$ cat src/rtl/motion_update_broadcast_arbiter.sv
// Round-robin merge of motion-update requesters onto the shared position broadcast bus,
// sequencing one pass: enable high while broadcasting, then a swap wait, then a done pulse.
module motion_update_broadcast_arbiter #(
    parameter int unsigned DATA_WIDTH    = 32,
    parameter int unsigned CELL_ID_WIDTH = 4,
    parameter int unsigned NUM_REQ       = 4,
    parameter int unsigned SWAP_WAIT     = 3,
    parameter int unsigned CNT_WIDTH     = 16
) (
    input  logic                                 clk,
    input  logic                                 rst,
    input  logic                                 start,
    input  logic [NUM_REQ-1:0]                   req_valid,
    input  logic [NUM_REQ*3*DATA_WIDTH-1:0]      req_data,
    input  logic [NUM_REQ*3*CELL_ID_WIDTH-1:0]   req_dst_cell,
    input  logic [NUM_REQ-1:0]                   req_done,
    output logic [NUM_REQ-1:0]                   req_ready,
    output logic                                 motion_update_enable,
    output logic [3*DATA_WIDTH-1:0]              out_data,
    output logic [3*CELL_ID_WIDTH-1:0]           out_data_dst_cell,
    output logic                                 out_data_valid,
    output logic                                 busy,
    output logic                                 done,
    output logic [CNT_WIDTH-1:0]                 beat_count
);

    localparam int unsigned DW = 3 * DATA_WIDTH;
    localparam int unsigned CW = 3 * CELL_ID_WIDTH;
    localparam int unsigned PW = (NUM_REQ > 1) ? $clog2(NUM_REQ) : 1;
    localparam int unsigned SW = (SWAP_WAIT > 1) ? $clog2(SWAP_WAIT) : 1;

    typedef enum logic [1:0] {
        S_IDLE,
        S_BROADCAST,
        S_SWAP,
        S_DONE
    } state_t;

    state_t               r_state;
    state_t               w_state_next;
    logic [PW-1:0]        r_rr_ptr;
    logic [NUM_REQ-1:0]   r_done_flags;
    logic [SW-1:0]        r_swap_cnt;
    logic [DW-1:0]        r_out_data;
    logic [CW-1:0]        r_out_dst;
    logic                 r_out_valid;
    logic [CNT_WIDTH-1:0] r_beat_count;

    logic [PW-1:0]        w_idx;
    logic [PW-1:0]        w_sel;
    logic                 w_found;
    logic [NUM_REQ-1:0]   w_grant;
    logic [DW-1:0]        w_grant_data;
    logic [CW-1:0]        w_grant_dst;
    logic                 w_xfer;
    logic                 w_exit;

    // Search starts one past the last winner so every requester gets a turn.
    always_comb begin
        w_idx        = '0;
        w_sel        = '0;
        w_found      = 1'b0;
        w_grant      = '0;
        w_grant_data = '0;
        w_grant_dst  = '0;
        for (int unsigned k = 1; k <= NUM_REQ; k++) begin
            w_idx = PW'((32'(r_rr_ptr) + k) % NUM_REQ);
            if (!w_found && req_valid[w_idx]) begin
                w_found = 1'b1;
                w_sel   = w_idx;
            end
        end
        for (int unsigned i = 0; i < NUM_REQ; i++) begin
            if (w_found && (w_sel == PW'(i))) begin
                w_grant[i]   = 1'b1;
                w_grant_data = req_data[i*DW +: DW];
                w_grant_dst  = req_dst_cell[i*CW +: CW];
            end
        end
    end

    assign w_xfer = (r_state == S_BROADCAST) && w_found;
    assign w_exit = (&(r_done_flags | req_done)) && !(|req_valid);

    always_ff @(posedge clk) begin
        if (rst) begin
            r_state <= S_IDLE;
        end else begin
            r_state <= w_state_next;
        end
    end

    always_comb begin
        w_state_next         = r_state;
        req_ready            = '0;
        motion_update_enable = 1'b0;
        busy                 = 1'b1;
        done                 = 1'b0;
        case (r_state)
            S_IDLE: begin
                busy = 1'b0;
                if (start) begin
                    w_state_next = S_BROADCAST;
                end
            end
            S_BROADCAST: begin
                motion_update_enable = 1'b1;
                req_ready            = w_grant;
                if (w_exit) begin
                    w_state_next = S_SWAP;
                end
            end
            S_SWAP: begin
                if (r_swap_cnt == SW'(SWAP_WAIT - 1)) begin
                    w_state_next = S_DONE;
                end
            end
            S_DONE: begin
                done         = 1'b1;
                w_state_next = S_IDLE;
            end
            default: w_state_next = S_IDLE;
        endcase
    end

    // Exit requires no req_valid, so a transfer never coincides with leaving BROADCAST.
    always_ff @(posedge clk) begin
        if (rst) begin
            r_rr_ptr     <= PW'(NUM_REQ - 1);
            r_done_flags <= '0;
            r_swap_cnt   <= '0;
            r_out_valid  <= 1'b0;
            r_out_data   <= '0;
            r_out_dst    <= '0;
            r_beat_count <= '0;
        end else begin
            r_out_valid <= 1'b0;
            r_out_data  <= '0;
            r_out_dst   <= '0;
            case (r_state)
                S_IDLE: begin
                    if (start) begin
                        r_done_flags <= '0;
                        r_beat_count <= '0;
                    end
                end
                S_BROADCAST: begin
                    r_done_flags <= r_done_flags | req_done;
                    r_swap_cnt   <= '0;
                    if (w_xfer) begin
                        r_rr_ptr    <= w_sel;
                        r_out_valid <= 1'b1;
                        r_out_data  <= w_grant_data;
                        r_out_dst   <= w_grant_dst;
                        if (r_beat_count != '1) begin
                            r_beat_count <= r_beat_count + 1'b1;
                        end
                    end
                end
                S_SWAP: begin
                    r_swap_cnt <= r_swap_cnt + 1'b1;
                end
                default: ;
            endcase
        end
    end

    assign out_data          = r_out_data;
    assign out_data_dst_cell = r_out_dst;
    assign out_data_valid    = r_out_valid;
    assign beat_count        = r_beat_count;

endmodule

$ cat config.mk
export PLATFORM = sky130hd
export DESIGN_NAME = motion_update_broadcast_arbiter
export DESIGN_NICKNAME = d
export VERILOG_FILES = /design/src/rtl/motion_update_broadcast_arbiter.sv
export SDC_FILE = /design/constraint.sdc
export NUM_CORES = 1
export LEC_CHECK = 0
export CORE_AREA = 2 2 223 225
export DETAILED_ROUTE_END_ITERATION = 8
export DIE_AREA = 0 0 225 227
export GPL_ROUTABILITY_DRIVEN = 0
export MAX_ROUTING_LAYER = met4
export PLACE_DENSITY = 0.43
export REMOVE_ABC_BUFFERS = 1
export SETUP_SLACK_MARGIN = 0.3
export SLEW_MARGIN = 0
export SYNTH_ARGS = -nofsm -noshare
export SYNTH_HDL_FRONTEND = slang
export SYNTH_SLANG_ARGS = --single-unit
$ cat constraint.sdc
create_clock -name clk -period 3.4 [get_ports clk]
set_clock_uncertainty 0.15 [all_clocks]
set_input_delay 1.02 -clock clk [delete_from_list [all_inputs] [get_ports clk]]
set_output_delay 1.02 -clock clk [all_outputs]
set_load 0.02 [all_outputs]
==> flow_summary.toml <==
[outcome]
status = "finished clean"

[synthesis]
post_synth.cell_area_avg_um2 = 8.870
syn_inst = 799
synth_edf_count = 0
synth_compound_gate_area_share = 0.3181
synth.ff_latch_count = 135
netlist-cell-type-count = 47
synth-adder-area-share = 0.01059
synth.mux.area_fraction = 0.004414
synth_top_family_by_area = "compound AO/OA/AOI/OAI gates"
synth-xor-area-share = 0.01607
synth_warnings = 0
postSynth.asyncResetShare = 0
synth_simple_gate_area_share = 0.2214
netlist_area_um2 = 7087
synth_seq_area_share = 0.3814
synth_flop_cell = "sky130_fd_sc_hd__dfxtp_1"

[critical_path]
slowest_stage = "sky130_fd_sc_hd__or4_4"
cpLargestDelayFamily = "simple AND/OR/NAND/NOR gates"
worstSetupEndpointType = "output port"
count_of_buffering_cells_on_the_critical_path_with_inverters_included = 4
cp.required_ps = 2230
setup.worst_path.start_class = "input pin"
path_common_cell = "sky130_fd_sc_hd__buf_6"
crit_chain = "buf_8, buf_6, or4_4, nand2_4, buf_6, nor3_4, buf_6"
worstSetupPathType = "input pin to output port"
critPathMaxFanout = 3
critPathArrivalTime_ps = 2120
max_stage_delay_ps = 530

[global_route]
antenna_found_initial = 7
groute.usage.overall = 0.1627
grt_remaining_overflow = 0
grt_max_degree = 57
grt_pass1_wl_um = 58670
grt_pass1_vias = 9169

[sta]
unrepaired_setup_endpoints_after_global_routing = "yes"
maxSlewHeadroom = 0.3602
max_slew_violation_count = 0
timing.final.setup_violations = 0
min_period_ps = 3293
timing_hold_violations_final = 0
fin_tns_setup_ps = 0
fmax_mhz = 303.6
max_slew.worst_pin.slew_ps = 951.0
period_share = 0.9686

[pwr]
power_leakage_nw = 5.074
p_total_mw = 7.032
pwr_density_cell_nw_per_um2 = 479.2
ir_worst_vdd_mv = 0.2728

[route]
drt-wirelength-per-cell_um = 20.71
initialDrtViolationCount = 312
detail_route.wirelength_um = 42070
antenna_left = 0
overall_via_count_from_detail_route = 8817
dr.pass1.iters = 4
post-route-drc-count = 0
vias_per_cell = 4.339

[cts]
clk_root_buffer_cell = "sky130_fd_sc_hd__clkbuf_16"
clkSinkCount = 135
tritoncts = "done"
clkTransAtPathRegs_ps = 60
clkLatencyLatePin_ps = 480
cts.hold.buffers_added = 0
htreeDepth = 4
tritoncts.num_buffers = 17
cts_buffer_depth = 2

[min_path]
holdCritPathClass = "register to register"

[die]
die_height_um = 227
chipWidth_um = 225
io_pins = 575
die_area_um2 = 51080
start_util = 0.1460
num_rows = 81
floorplan.core_area_um2 = 48550

[final_layout]
fin_nets = 1841
multi_input_gate_area_in_the_final_layout_um2 = 4158
fillCellCount = 5131
drive_above_1_share = 0.1722
area_growth_from_synthesis_to_final_layout_pct = 107.1
final_cells = 2032
area.sequential_um2 = 2704

[placed_design]
placement.io_buffers = 574
place.detailed.hpwl_um = 31560
placedCellCount = 1968

[job]
timing.max_cap.violations = 0
## state kept, by name, summed over array words and instances (netlist names)
register           cells
r_swap_cnt             2
r_done_flags           4
out_data              96
r_rr_ptr               2
beat_count            16
r_state                2
out_data_valid         1
out_data_dst_cell     12
## kinds of logic after synthesis
family | Yosys count
and+or+nand+nor | 306
adders and majority gates | 6
DFF | 135
muxes | 3
xor gates and xnor gates | 13
AOI/OAI and AO/OA | 250
buffers and inverters | 86
## worst paths after layout
kind                       from       endpoint  slack, ps  cells after the start
setup reg to reg     r_state[1]    r_rr_ptr[0]        270                     19
setup / recovery   req_valid[2]   req_ready[0]        110                      7
hold / removal    r_swap_cnt[0]  r_swap_cnt[0]        330                      2
hold reg to reg   r_swap_cnt[0]  r_swap_cnt[0]        330                      2
## worst min-delay path: stages, from the launching register on
cell and delay [ps]:
sky130_fd_sc_hd__dfxtp_1 310, sky130_fd_sc_hd__nand2b_1 60, sky130_fd_sc_hd__a21oi_1 60
## where the power goes
part           switching (mW)  internal, mW
Clock                   0.799         0.996
Sequential             0.0972          1.80
Combinational            1.69          1.66
## repair_timing
action,CTS,global route
resized for setup,60,14
setup buffers,22,5
setup endpoints to repair,6,10
hold endpoints to repair,0,0
pin swaps,6,5
cloned,0,0
## cell type report
| class | instances | share of cell area |
|---|---|---|
| clock buffer | 23 | 0.03325 |
| timing repair buffer | 650 | 0.4393 |
| antenna | 5 | 0.0008526 |
| sequential | 135 | 0.1842 |
| multi-input combinational | 578 | 0.2833 |
| clock inverter | 9 | 0.003410 |
| tap | 622 | 0.05303 |
| inverter | 10 | 0.002558 |
## stage by stage
| stage | utilization | setup slack, ps | hold slack, ps | instance area (µm²) |
|---|---|---|---|---|
| after floorplan | - | -1626 | 292.9 | 6784 |
| after global placement | 0.2848 | -869.2 | 308.1 | 13820 |
| after detailed placement | 0.2848 | -863.5 | 314.4 | 13820 |
| after CTS | 0.3002 | 212.5 | 325.1 | 14570 |
| after global routing | 0.3023 | 77.92 | 349.6 | 14680 |
| final | 0.3023 | 106.7 | 328.7 | 14680 |
## cell usage after synthesis, types with 3 or more instances
cell	count	area, µm²
sky130_fd_sc_hd__or2_2	107	669.4
sky130_fd_sc_hd__xor2_1	4	35.03
sky130_fd_sc_hd__o22ai_1	3	18.77
sky130_fd_sc_hd__dfxtp_1	135	2703
sky130_fd_sc_hd__or2_1	3	18.77
sky130_fd_sc_hd__a21oi_1	15	75.07
sky130_fd_sc_hd__ha_1	6	75.07
sky130_fd_sc_hd__nor2b_1	3	18.77
sky130_fd_sc_hd__nor4_1	4	25.02
sky130_fd_sc_hd__nor2_1	130	488.0
sky130_fd_sc_hd__nand3_1	11	55.05
sky130_fd_sc_hd__xnor2_1	9	78.83
sky130_fd_sc_hd__nand4_1	5	31.28
sky130_fd_sc_hd__o21ai_1	3	15.01
sky130_fd_sc_hd__nor3_1	12	60.06
sky130_fd_sc_hd__buf_2	10	50.05
sky130_fd_sc_hd__nand2_1	8	30.03
sky130_fd_sc_hd__a32o_1	108	1081
sky130_fd_sc_hd__clkbuf_1	64	240.2
sky130_fd_sc_hd__inv_1	10	37.54
sky130_fd_sc_hd__nand2b_1	7	43.79
sky130_fd_sc_hd__o2bb2ai_1	108	945.9
sky130_fd_sc_hd__or4_1	3	22.52
## metal layers
| metal | vias up | routed length [µm] | track usage | part of all wire |
|---|---|---|---|---|
| met2 | 349 | 21300 | 0.2763 | 0.51 |
| met1 | 4233 | 16710 | 0.1752 | 0.40 |
| met4 | 0 | 726 | 0.05939 | 0.017 |
| met3 | 38 | 3338 | 0.05769 | 0.079 |
| met5 | - | 0 | - | 0 |
| li1 | 4197 | - | - | - |
## placed cells by master, fill, tap and decap left out, types with 8 or more instances in the layout
cell / instances
sky130_fd_sc_hd__clkdlybuf4s50_1: 565
sky130_fd_sc_hd__dfxtp_1: 134
sky130_fd_sc_hd__nor2_1: 130
sky130_fd_sc_hd__o2bb2ai_1: 108
sky130_fd_sc_hd__a32o_1: 108
sky130_fd_sc_hd__or2_2: 105
sky130_fd_sc_hd__buf_4: 64
sky130_fd_sc_hd__clkbuf_16: 17
sky130_fd_sc_hd__a21oi_1: 15
sky130_fd_sc_hd__nand3_1: 11
sky130_fd_sc_hd__inv_1: 10
sky130_fd_sc_hd__buf_6: 10
sky130_fd_sc_hd__nor3_1: 9
sky130_fd_sc_hd__xnor2_1: 9
sky130_fd_sc_hd__buf_12: 8
(Power assumes the default switching activity.)
